$ cat src/rtl/seg7_readback_decoder.sv
// Receive side of the 7-segment display path: synchronises and debounces a segment
// bus, decodes each stable glyph back to a hex digit and checks the counter step.
//
// state  | meaning
// IDLE   | after reset; waiting for seg_s to move away from 0
// SETTLE | new pattern seen; counting stable cycles before acceptance
// LOCKED | current pattern accepted; hold until seg_s changes
module seg7_readback_decoder #(
  parameter int         STABLE_CYCLES = 4,
  parameter logic [3:0] STEP          = 4'hF
) (
  input  logic       clk,
  input  logic       rst_n,
  input  logic [6:0] seg_in,
  input  logic       clr,
  output logic [3:0] digit,
  output logic       digit_valid,
  output logic       blank,
  output logic       glyph_err,
  output logic       seq_err,
  output logic [7:0] err_cnt
);

  localparam int CW = (STABLE_CYCLES > 1) ? $clog2(STABLE_CYCLES) : 1;
  localparam logic [CW-1:0] CNT_LAST = CW'(STABLE_CYCLES - 1);

  typedef enum logic [1:0] {IDLE, SETTLE, LOCKED} state_t;

  state_t        state, state_nxt;
  logic [6:0]    s1, seg_s;
  logic [6:0]    cand, cand_nxt;
  logic [CW-1:0] cnt, cnt_nxt;
  logic          accept;
  logic          have_prev, have_prev_nxt;
  logic [3:0]    digit_nxt;
  logic          digit_valid_nxt, blank_nxt, glyph_err_nxt, seq_err_nxt;
  logic [7:0]    err_cnt_nxt;
  logic [4:0]    dec;
  logic [3:0]    step_exp;

  // {valid, value}; pattern 0 is handled separately as blank
  function automatic logic [4:0] decode(input logic [6:0] p);
    case (p)
      7'h3F: return {1'b1, 4'h0};
      7'h06: return {1'b1, 4'h1};
      7'h5B: return {1'b1, 4'h2};
      7'h4F: return {1'b1, 4'h3};
      7'h66: return {1'b1, 4'h4};
      7'h6D: return {1'b1, 4'h5};
      7'h7D: return {1'b1, 4'h6};
      7'h07: return {1'b1, 4'h7};
      7'h7F: return {1'b1, 4'h8};
      7'h6F: return {1'b1, 4'h9};
      7'h77: return {1'b1, 4'hA};
      7'h7C: return {1'b1, 4'hB};
      7'h39: return {1'b1, 4'hC};
      7'h5E: return {1'b1, 4'hD};
      7'h79: return {1'b1, 4'hE};
      7'h71: return {1'b1, 4'hF};
      default: return 5'h00;
    endcase
  endfunction

  always_ff @(posedge clk or negedge rst_n) begin
    if (!rst_n) begin
      s1    <= '0;
      seg_s <= '0;
    end else begin
      s1    <= seg_in;
      seg_s <= s1;
    end
  end

  always_ff @(posedge clk or negedge rst_n) begin
    if (!rst_n) begin
      state <= IDLE;
      cand  <= '0;
      cnt   <= '0;
    end else begin
      state <= state_nxt;
      cand  <= cand_nxt;
      cnt   <= cnt_nxt;
    end
  end

  // cand starts at 0, so IDLE is only left once seg_s becomes nonzero
  always_comb begin
    state_nxt = state;
    cand_nxt  = cand;
    cnt_nxt   = cnt;
    accept    = 1'b0;
    if (seg_s != cand) begin
      cand_nxt  = seg_s;
      cnt_nxt   = '0;
      state_nxt = SETTLE;
    end else if (state == SETTLE) begin
      if (cnt == CNT_LAST) begin
        state_nxt = LOCKED;
        accept    = 1'b1;
      end else begin
        cnt_nxt = cnt + 1'b1;
      end
    end
  end

  // digit doubles as the previous value: have_prev is only set by a valid glyph
  always_comb begin
    dec             = decode(cand);
    step_exp        = digit + STEP;
    digit_nxt       = digit;
    digit_valid_nxt = 1'b0;
    blank_nxt       = blank;
    glyph_err_nxt   = 1'b0;
    seq_err_nxt     = 1'b0;
    have_prev_nxt   = have_prev;
    err_cnt_nxt     = err_cnt;
    if (accept) begin
      if (cand == 7'h00) begin
        blank_nxt     = 1'b1;
        have_prev_nxt = 1'b0;
      end else if (dec[4]) begin
        digit_nxt       = dec[3:0];
        digit_valid_nxt = 1'b1;
        blank_nxt       = 1'b0;
        seq_err_nxt     = have_prev && (dec[3:0] != step_exp);
        have_prev_nxt   = 1'b1;
      end else begin
        glyph_err_nxt = 1'b1;
        have_prev_nxt = 1'b0;
      end
    end
    if (clr) begin
      err_cnt_nxt   = '0;
      have_prev_nxt = 1'b0;
    end else if ((glyph_err_nxt || seq_err_nxt) && (err_cnt != 8'hFF)) begin
      err_cnt_nxt = err_cnt + 8'd1;
    end
  end

  always_ff @(posedge clk or negedge rst_n) begin
    if (!rst_n) begin
      digit       <= '0;
      digit_valid <= 1'b0;
      blank       <= 1'b0;
      glyph_err   <= 1'b0;
      seq_err     <= 1'b0;
      err_cnt     <= '0;
      have_prev   <= 1'b0;
    end else begin
      digit       <= digit_nxt;
      digit_valid <= digit_valid_nxt;
      blank       <= blank_nxt;
      glyph_err   <= glyph_err_nxt;
      seq_err     <= seq_err_nxt;
      err_cnt     <= err_cnt_nxt;
      have_prev   <= have_prev_nxt;
    end
  end

endmodule

$ cat config.mk
export PLATFORM = sky130hd
export DESIGN_NAME = seg7_readback_decoder
export DESIGN_NICKNAME = d
export VERILOG_FILES = /design/src/rtl/seg7_readback_decoder.sv
export SDC_FILE = /design/constraint.sdc
export NUM_CORES = 1
export LEC_CHECK = 0
export BUFFER_PORTS_ARGS = -buffer_cell sky130_fd_sc_hd__buf_4
export CORE_ASPECT_RATIO = 1.2
export CORE_MARGIN = 4
export CORE_UTILIZATION = 40
export DETAILED_ROUTE_END_ITERATION = 6
export GPL_TIMING_DRIVEN = 1
export PLACE_DENSITY = 0.61
export SYNTH_ARGS = -nofsm -noshare
export SYNTH_HDL_FRONTEND = slang
export SYNTH_SLANG_ARGS = --single-unit
$ cat constraint.sdc
create_clock -name clk -period 3.33 [get_ports clk]
set_input_delay 0.8325 -clock clk [delete_from_list [all_inputs] [get_ports clk]]
set_output_delay 0.8325 -clock clk [all_outputs]
set_load 0.01 [all_outputs]
==> impl_metrics.ini, run 1 <==
[place]
dp_cells = 270
dpl.hpwl_mm = 2.76
port_buffers = 25
gp_congestion = 0.855

[pwr]
power_frac_comb_pct = 5.7
p_leak_nw = 1.05
clock_power_share_pct = 34.7
ir_drop_v = 0.000294
switching_share_pct = 23.8
switching_power_mw = 0.216
p_int_mw = 0.693
p_per_area_nw_per_um2 = 389
share_seq_of_total_power_pct = 59.5

[drt]
vias = 1512
wl_per_cell_um = 13.8
drt-initial-drc-count = 120
drtAntennaViolNets = 0
first_pass_iters = 4
avgViaCountPerCell = 5.44
remaining_drc_errors = 0
routed_wl_mm = 3.84

[grt]
antenna_found_initial = 0
track_usage_pct = 13.5
grt_pass1_wl_mm = 6.65
grt_pass1_vias = 1541
grt_max_degree = 43
grt_overflow_total = 0

[sta]
fin_worst_skew_ns = 0.00790
rsz0062_at_grt = no
fin_crit_ns = 2.77
finalSetupViolCount = 0
worst_pin_slew_ns = 0.511
tns_ns = 0
fin_crit_sh_pct = 83.1
slew-limit-headroom_pct = 65.9
hold_viol = 0
drv_slew = 0
fmax_ghz = 0.361

[synth]
netlist_area_um2 = 2080
postSynthAreaPerCell_um2 = 10.4
synth-edff-count = 0
synthArstFlopShare_pct = 100
seq_area_frac_synth_pct = 50.5
synth_top_area_share_pct = 50.5
yosysWarnings = 0
ys.flop_type = dfrtp_1
ys_top_cells_by_area = dfrtp_1 (51%), o21ai_0 (3.8%), xor2_1 (3.8%)
synth.distinct_cells = 48
synthCells = 201
ys_seq_elements = 42
yosysTopAreaCell = dfrtp_1
syn_nets = 214

[worst_setup_path]
r2r_start = cand[1]
end_kind = register
crit_path_max_fanout = 13
cp_data_required_time_ns = 3.56
crit_type = reg -> reg
start_kind = register
cp_cell_sequence = nor2b_1 -> and3b_1 -> a31o_2 -> nor3_4 -> o221a_2 -> o31ai_2 -> buf_4 -> or4_1 -> nand2_1
slowest_stage = dfrtp_1
critPathMaxStageDelay_ns = 0.51
arrival_ns = 3.00
startpoint = cand[1]

[layout]
multiInputGateArea_um2 = 917
n_fill_cell = 486
drive_above_1_share_pct = 18.8
instances_no_fill = 278
seq_area_um2 = 1050
antenna_cells = 0
nets = 230
final_common_cell = dfrtp_1
area_growth_pct = 12.4
mostFrequentLayoutCells = dfrtp_1 (42), buf_4 (26), o21ai_0 (16), nor2_1 (15), nand3_1 (13)

[floorplan]
dieArea_um2 = 6420
start_util_pct = 41.8
placementRows = 28
num_io_pins = 26
fp.dieW_um = 73.8
core_um2 = 4970
die_h_um = 87.0

[run_status]
outcome = finished, final reports clean

[clock_tree]
cts_buffers = 5
post_cts_buffers = 0
cts_tree = yes
clk_pin_slew_worst_paths_ns = 0.08
worstSkewPairLatency_ns = 0.29
cts_buffer_depth = 2
htreeDepth = 2
cts-hold-fix-buffers = 0
cts_root_buf = clkbuf_8
cts_resized = 0
clock-sinks = 42

[worst_hold_path]
hp-class = reg -> reg
hold_start = s1[5]

[run]
maxCapViolCount = 0
==> worst paths after layout <==
kind / end / slack [ns] / cells after the start
max: err_cnt[6] / 0.56 / 9
min: seg_s[5] / 0.35 / 0
max reg2reg: err_cnt[6] / 0.56 / 9
min reg2reg: seg_s[5] / 0.35 / 0
max in group asynchronous: err_cnt[6] / 2.46 / 1
min in group asynchronous: cnt[0] / 0.51 / 1
==> synthesized netlist by cell type, drive strengths merged (3+ instances only) <==
cell / instances
dfrtp: 42
o21ai: 16
nor2: 15
nand3: 13
nand2: 11
clkbuf: 10
xor2: 9
a21oi: 8
buf: 7
nor2b: 6
nor3: 5
and3b: 4
inv: 4
nand4: 4
xnor2: 4
ha: 3
or3: 3
or4: 3
==> layout make-up <==
cell class	instances	share of cell area, %
clock inverter	2	0.588
multi-input combinational	138	39.2
inverter	4	0.642
sequential	42	44.9
clock buffer	6	3.10
tap	60	3.21
timing repair buffer	26	8.34
==> power groups by stage <==
stage	Combinational [mW]	Sequential, mW	Clock (mW)
finish	0.0522	0.542	0.316
global route	0.0598	0.544	0.354
CTS	0.0536	0.542	0.333
detailed placement	0.0534	0.552	0
global placement	0.0524	0.551	0
floorplan	0.0472	0.539	0
==> stage by stage <==
step           setup WS, ns  instance area, um^2  utilization [%]  hold WS (ns)  total power, mW
5_1_grt               0.389                 2340             47.0         0.359            0.958
2_1_floorplan         0.926                 2080                -         0.331            0.586
4_1_cts               0.573                 2340             47.0         0.353            0.928
6_report              0.561                 2340             47.0         0.351            0.910
3_5_place_dp          0.602                 2250             45.3         0.335            0.605
3_3_place_gp          0.650                 2250             45.3         0.332            0.604
==> critical path, delay by kind of cell (launching register included) <==
family	cells	cell delay (ns)
simple gates	5	1.35
flops	1	0.51
compound gates	3	0.65
buf+inv	1	0.19
==> sequential cells by signal, indices dropped and copies added (netlist names), 2 cells and up <==
name and flops:
state 2, digit 4, cnt 2, s1 7, cand 7, err_cnt 8
seg_s 7
==> metal layers <==
metal	share of wire [%]	up-vias	track usage (%)
met5	0	-	0
met3	3.1	10	3.23
met2	50	25	22.6
met4	2.7	0	7.41
met1	44	736	15.8
li1	-	741	-
==> logic make-up after synthesis <==
group                      Yosys count  share of synthesized area [%]
muxes                                4                           2.04
and+or+nand+nor                     79                           22.1
buffers and inverters               21                           5.41
adders and majority gates            3                           1.80
AOI/OAI and AO/OA                   39                           12.7
DFF                                 42                           50.5
xor gates and xnor gates            13                           5.47
Note: power is estimated with default switching activity, not from simulation.
==> inputs of run 2 (changes only) <==
- ABC_AREA: unset -> 1
- PLACE_DENSITY: 0.61 -> 0.63
- clock period: 3.33 -> 2.39 ns (I/O delays scaled with it)
==> impl_metrics.ini, run 2 <==
[worst_hold_path]
hp-class = in -> async

[worst_setup_path]
crit_type = reg -> reg
cp_data_required_time_ns = 2.57
crit_path_max_fanout = 9
critPathMaxStageDelay_ns = 0.45
end_kind = register
start_kind = register
cpMostUsedCell = nand2_2
slowest_stage = dfrtp_1
cp_cell_sequence = xnor2_1 -> nand2_1 -> nor2_2 -> nand2_2 -> nor3_4 -> nand2_2 -> nor2_2 -> nand2_2 -> nand2_4 -> nand2_4 -> nand3_1 -> nand2_1
arrival_ns = 2.19

[floorplan]
start_util_pct = 42.1
core_um2 = 5010
fp.dieW_um = 74.3
die_h_um = 87.6
dieArea_um2 = 6500
num_io_pins = 26
placementRows = 28

[clock_tree]
htreeDepth = 2
worstSkewPairLatency_ns = 0.29
clk_pin_slew_worst_paths_ns = 0.08
clock-sinks = 42
cts_tree = yes
cts_resized = 0
cts_buffers = 5
cts_buffer_depth = 2
cts_root_buf = clkbuf_8
post_cts_buffers = 0
cts-hold-fix-buffers = 0

[synth]
ys.flop_type = dfrtp_1
netlist_area_um2 = 2110
yosysWarnings = 0
ys_seq_elements = 42
synthCells = 257
synth_common_cells = nand2_1 (76), dfrtp_1 (42), nor2_1 (30)
seq_area_frac_synth_pct = 49.8
yosysTopAreaCell = dfrtp_1
synth.distinct_cells = 24
syn_nets = 270
postSynthAreaPerCell_um2 = 8.21
synth_top_area_share_pct = 49.8
synth-edff-count = 0
synthArstFlopShare_pct = 100
ys_top_cells_by_area = dfrtp_1 (50%), nand2_1 (14%), nor2_1 (5.3%)
yosys.cell_count.top_type = nand2_1

[layout]
largest_register_ffs = 8
area_growth_pct = 16.8
instances_no_fill = 341
antenna_cells = 0
largest-register = err_cnt
final_common_cell = nand2_1
drive_above_1_share_pct = 16.4
mostFrequentLayoutCells = nand2_1 (76), dfrtp_1 (42), nor2_1 (30), inv_1 (28), buf_4 (25)
fin_area_um2 = 2460
nets = 293

[pwr]
switching_power_mw = 0.315
p_per_area_nw_per_um2 = 605
power_mw = 1.49
p_int_mw = 1.18
power_frac_comb_pct = 5.3
p_leak_nw = 1.37
clock_power_share_pct = 44.9
share_seq_of_total_power_pct = 49.8
ir_drop_v = 0.000338
switching_share_pct = 21.1

[run_status]
outcome = finished, final reports clean

[drt]
first_pass_iters = 4
vias = 1618
wl_per_cell_um = 11.2
drt-initial-drc-count = 61
remaining_drc_errors = 0
avgViaCountPerCell = 4.74
routed_wl_mm = 3.82
drtAntennaViolNets = 0

[sta]
fmax_ghz = 0.498
hold_viol = 0
fin_worst_skew_ns = 0.00723
drv_slew = 0
fin_crit_ns = 2.01
worst_pin_slew_ns = 0.505
whs_ns = 0.269
rsz0062_at_grt = no
fin_crit_sh_pct = 84.0
finalSetupViolCount = 0
slew-limit-headroom_pct = 66.4
tns_ns = 0

[grt]
grt_max_degree = 43
track_usage_pct = 13.3
antenna_found_initial = 0
grt_pass1_vias = 1520
grt_pass1_wl_mm = 6.56
grt_overflow_total = 0

[place]
dp_cells = 333
place_area_um2 = 2330
dpl.hpwl_mm = 2.84
gp_congestion = 0.897
port_buffers = 25

[run]
maxCapViolCount = 0
[run 2: cell types whose count changed in the layout (fill, tap and decap cells not counted), moves of 7 or more]
cell	change
nand2_1	+65
nor2_1	+15
nand4_1	+7
o21ai_0	-12
inv_1	+24
[run 2: stage by stage]
step | util, % | worst slack (ns)
2_1_floorplan | - | 0.637
3_3_place_gp | 46.5 | 0.419
3_5_place_dp | 46.5 | 0.367
4_1_cts | 49.2 | 0.339
5_1_grt | 49.2 | 0.126
6_report | 49.2 | 0.383
[run 2: worst paths after layout]
check	depth (start not counted)	slack, ns	endpoint	start
min in group clk	0	0.35	seg_s[5]	s1[5]
hold reg to reg	0	0.35	seg_s[5]	s1[5]
setup / recovery	12	0.38	err_cnt[5]	cand[2]
max in group asynchronous	1	1.77	err_cnt[6]	rst_n
hold / removal	1	0.27	cand[3]	rst_n
setup reg to reg	12	0.38	err_cnt[5]	cand[2]
[run 2: cell families after synthesis]
group	Yosys count	synth area share [%]
compound gates	8	2.02
simple gates	150	32.4
fa+ha+maj	3	1.78
buf+inv	38	7.30
xor+xnor	16	6.64
flops	42	49.8
[run 2: final cells by class]
type	instances	area (um^2)
Multi-Input combinational cell	177	905
Tap cell	60	75.1
Inverter	29	109
Clock buffer	5	68.8
Sequential cell	42	1050
Clock inverter	3	68.8
Fill cell	486	2540
Timing Repair Buffer	25	188
[run 2: power groups by stage]
stage / combinational, mW / clock [mW] / sequential (mW)
global placement: 0.0804 / 0 / 0.756
floorplan: 0.0540 / 0 / 0.753
finish: 0.0790 / 0.669 / 0.743
CTS: 0.0809 / 0.693 / 0.743
detailed placement: 0.0807 / 0 / 0.757
global route: 0.0915 / 0.724 / 0.746
[run 2: per-layer routing]
metal  wire, um  GRT usage (%)  vias up
met2       1900           21.3       25
met5          0              0        -
li1           -              -      841
met4         89           6.47        0
met3        170           4.02        8
met1       1660           16.2      744
[run 2: critical path, delay by kind of cell (launching register included)]
| family | cells | cell delay, ns |
|---|---|---|
| AND/OR/NAND/NOR | 11 | 1.27 |
| XOR/XNOR | 1 | 0.18 |
| flip-flops | 1 | 0.45 |
==> inputs of run 3 (changes only) <==
- ABC_AREA: 1 -> 0
- clock period: 2.39 -> 1.8 ns (I/O delays scaled with it)
==> impl_metrics.ini, run 3 (synthesis gave the netlist of run 1 again) <==
[run_status]
outcome = complete, but fails checks
violations = negative setup slack

[place]
dpl.hpwl_mm = 3.09
dp_cells = 314
port_buffers = 25
gp_congestion = 0.869

[sta]
fin_worst_skew_ns = 0.00659
slew-limit-headroom_pct = 66.4
whs_ns = 0.120
hold_viol = 0
drv_slew = 0
fin_crit_sh_pct = 134
finalSetupViolCount = 17
fmax_ghz = 0.414
fin_crit_ns = 2.42
rsz0062_at_grt = yes
worst_pin_slew_ns = 0.503
fin_ws_ns = -0.618

[drt]
first_pass_iters = 4
remaining_drc_errors = 0
drt-initial-drc-count = 53
routed_wl_mm = 4.20
drtAntennaViolNets = 0
avgViaCountPerCell = 5.10
vias = 1673
wl_per_cell_um = 12.8

[layout]
area_growth_pct = 37.5
post-route-util_pct = 57.5
nets = 280
antenna_cells = 0
instances_no_fill = 328
n_fill_cell = 439
mostFrequentLayoutCells = buf_4 (70), dfrtp_1 (37), nor2_1 (13), nand3_1 (12)
final_common_cell = buf_4
largest-register = err_cnt
seq_area_um2 = 1060
drive_above_1_share_pct = 41.0
multiInputGateArea_um2 = 1010
largest_register_ffs = 8

[floorplan]
core_um2 = 4970
die_h_um = 87.0
dieArea_um2 = 6420
fp.dieW_um = 73.8
start_util_pct = 41.8
placementRows = 28
num_io_pins = 26

[grt]
grt_pass1_vias = 1721
grt_max_degree = 43
grt_overflow_total = 0
track_usage_pct = 15.1
grt_pass1_wl_mm = 7.51
antenna_found_initial = 0

[clock_tree]
clock-sinks = 42
cts_buffer_depth = 2
worstSkewPairLatency_ns = 0.29
cts_tree = yes
htreeDepth = 2
cts_root_buf = clkbuf_8
cts_buffers = 5
cts-hold-fix-buffers = 0
clk_pin_slew_worst_paths_ns = 0.08

[worst_setup_path]
arrival_ns = 2.65
crit_type = reg -> reg
cp_data_required_time_ns = 2.03
crit_path_max_fanout = 8
end_kind = register
start_kind = register

[run]
maxCapViolCount = 0

[pwr]
ir_drop_v = 0.000558
p_per_area_nw_per_um2 = 657
p_leak_nw = 1.34

[worst_hold_path]
hp-class = in -> async
## run 3: where the power goes
part / switching, mW / internal (mW) / total [mW]
Sequential: 0.0206 / 0.968 / 0.989
Combinational: 0.0846 / 0.0853 / 0.170
Clock: 0.308 / 0.413 / 0.722
## run 3: path summary, 6_finish.rpt
| kind | start | endpoint | slack [ns] | cells after the start |
|---|---|---|---|---|
| hold / removal | rst_n | seg_s[6] | 0.12 | 1 |
| setup reg to reg | cand[3] | err_cnt[4] | -0.62 | 9 |
| min in group clk | seg_in[4] | s1[4] | 0.26 | 1 |
| hold reg to reg | s1[1] | seg_s[1] | 0.35 | 0 |
| setup / recovery | cand[3] | err_cnt[4] | -0.62 | 9 |
| max in group asynchronous | rst_n | digit[0] | 1.30 | 1 |
## run 3: timing repair
action / in CTS / in global routing
endpoints found under the setup margin: 17 / 17
buffers inserted: 3 / 3
pin swaps: 3 / 7
gates resized for setup: 19 / 15
## run 3: layout make-up
| type | count | share of cell area (%) |
|---|---|---|
| flip-flops and latches | 42 | 36.9 |
| inverters | 4 | 0.525 |
| repair buffers | 76 | 20.7 |
| well taps | 60 | 2.62 |
| clock inverters | 2 | 1.31 |
| multi-input cells | 138 | 35.3 |
| clock buffers | 6 | 2.54 |
## run 3: metal layers
metal / track usage, % / share of wire [%] / vias to the layer above / routed length, um
met5: 0 / 0 / - / 0
met4: 8.07 / 2.1 / 0 / 87
met3: 3.46 / 3.1 / 6 / 129
met2: 24.2 / 51 / 20 / 2140
met1: 18.6 / 44 / 804 / 1840
li1: - / - / 843 / -
## run 3: worst max-delay path, cell delays in order (launching register included)
cell and delay, ns:
dfrtp_2 0.46, or2_1 0.25, and3_4 0.16, a211o_4 0.28
nor3_4 0.19, o221a_4 0.22, o31ai_4 0.08, buf_6 0.14
or4_4 0.52, nand2_2 0.06
## run 3: per-stage QoR
step	total power, mW	TNS (ns)	setup WS (ns)	area, um^2
2_1_floorplan	1.08	-4.76	-0.561	2090
3_3_place_gp	1.16	-6.67	-0.643	2590
3_5_place_dp	1.16	-7.05	-0.684	2590
4_1_cts	1.90	-6.06	-0.619	2790
5_1_grt	1.98	-8.05	-0.742	2860
6_report	1.88	-6.02	-0.618	2860
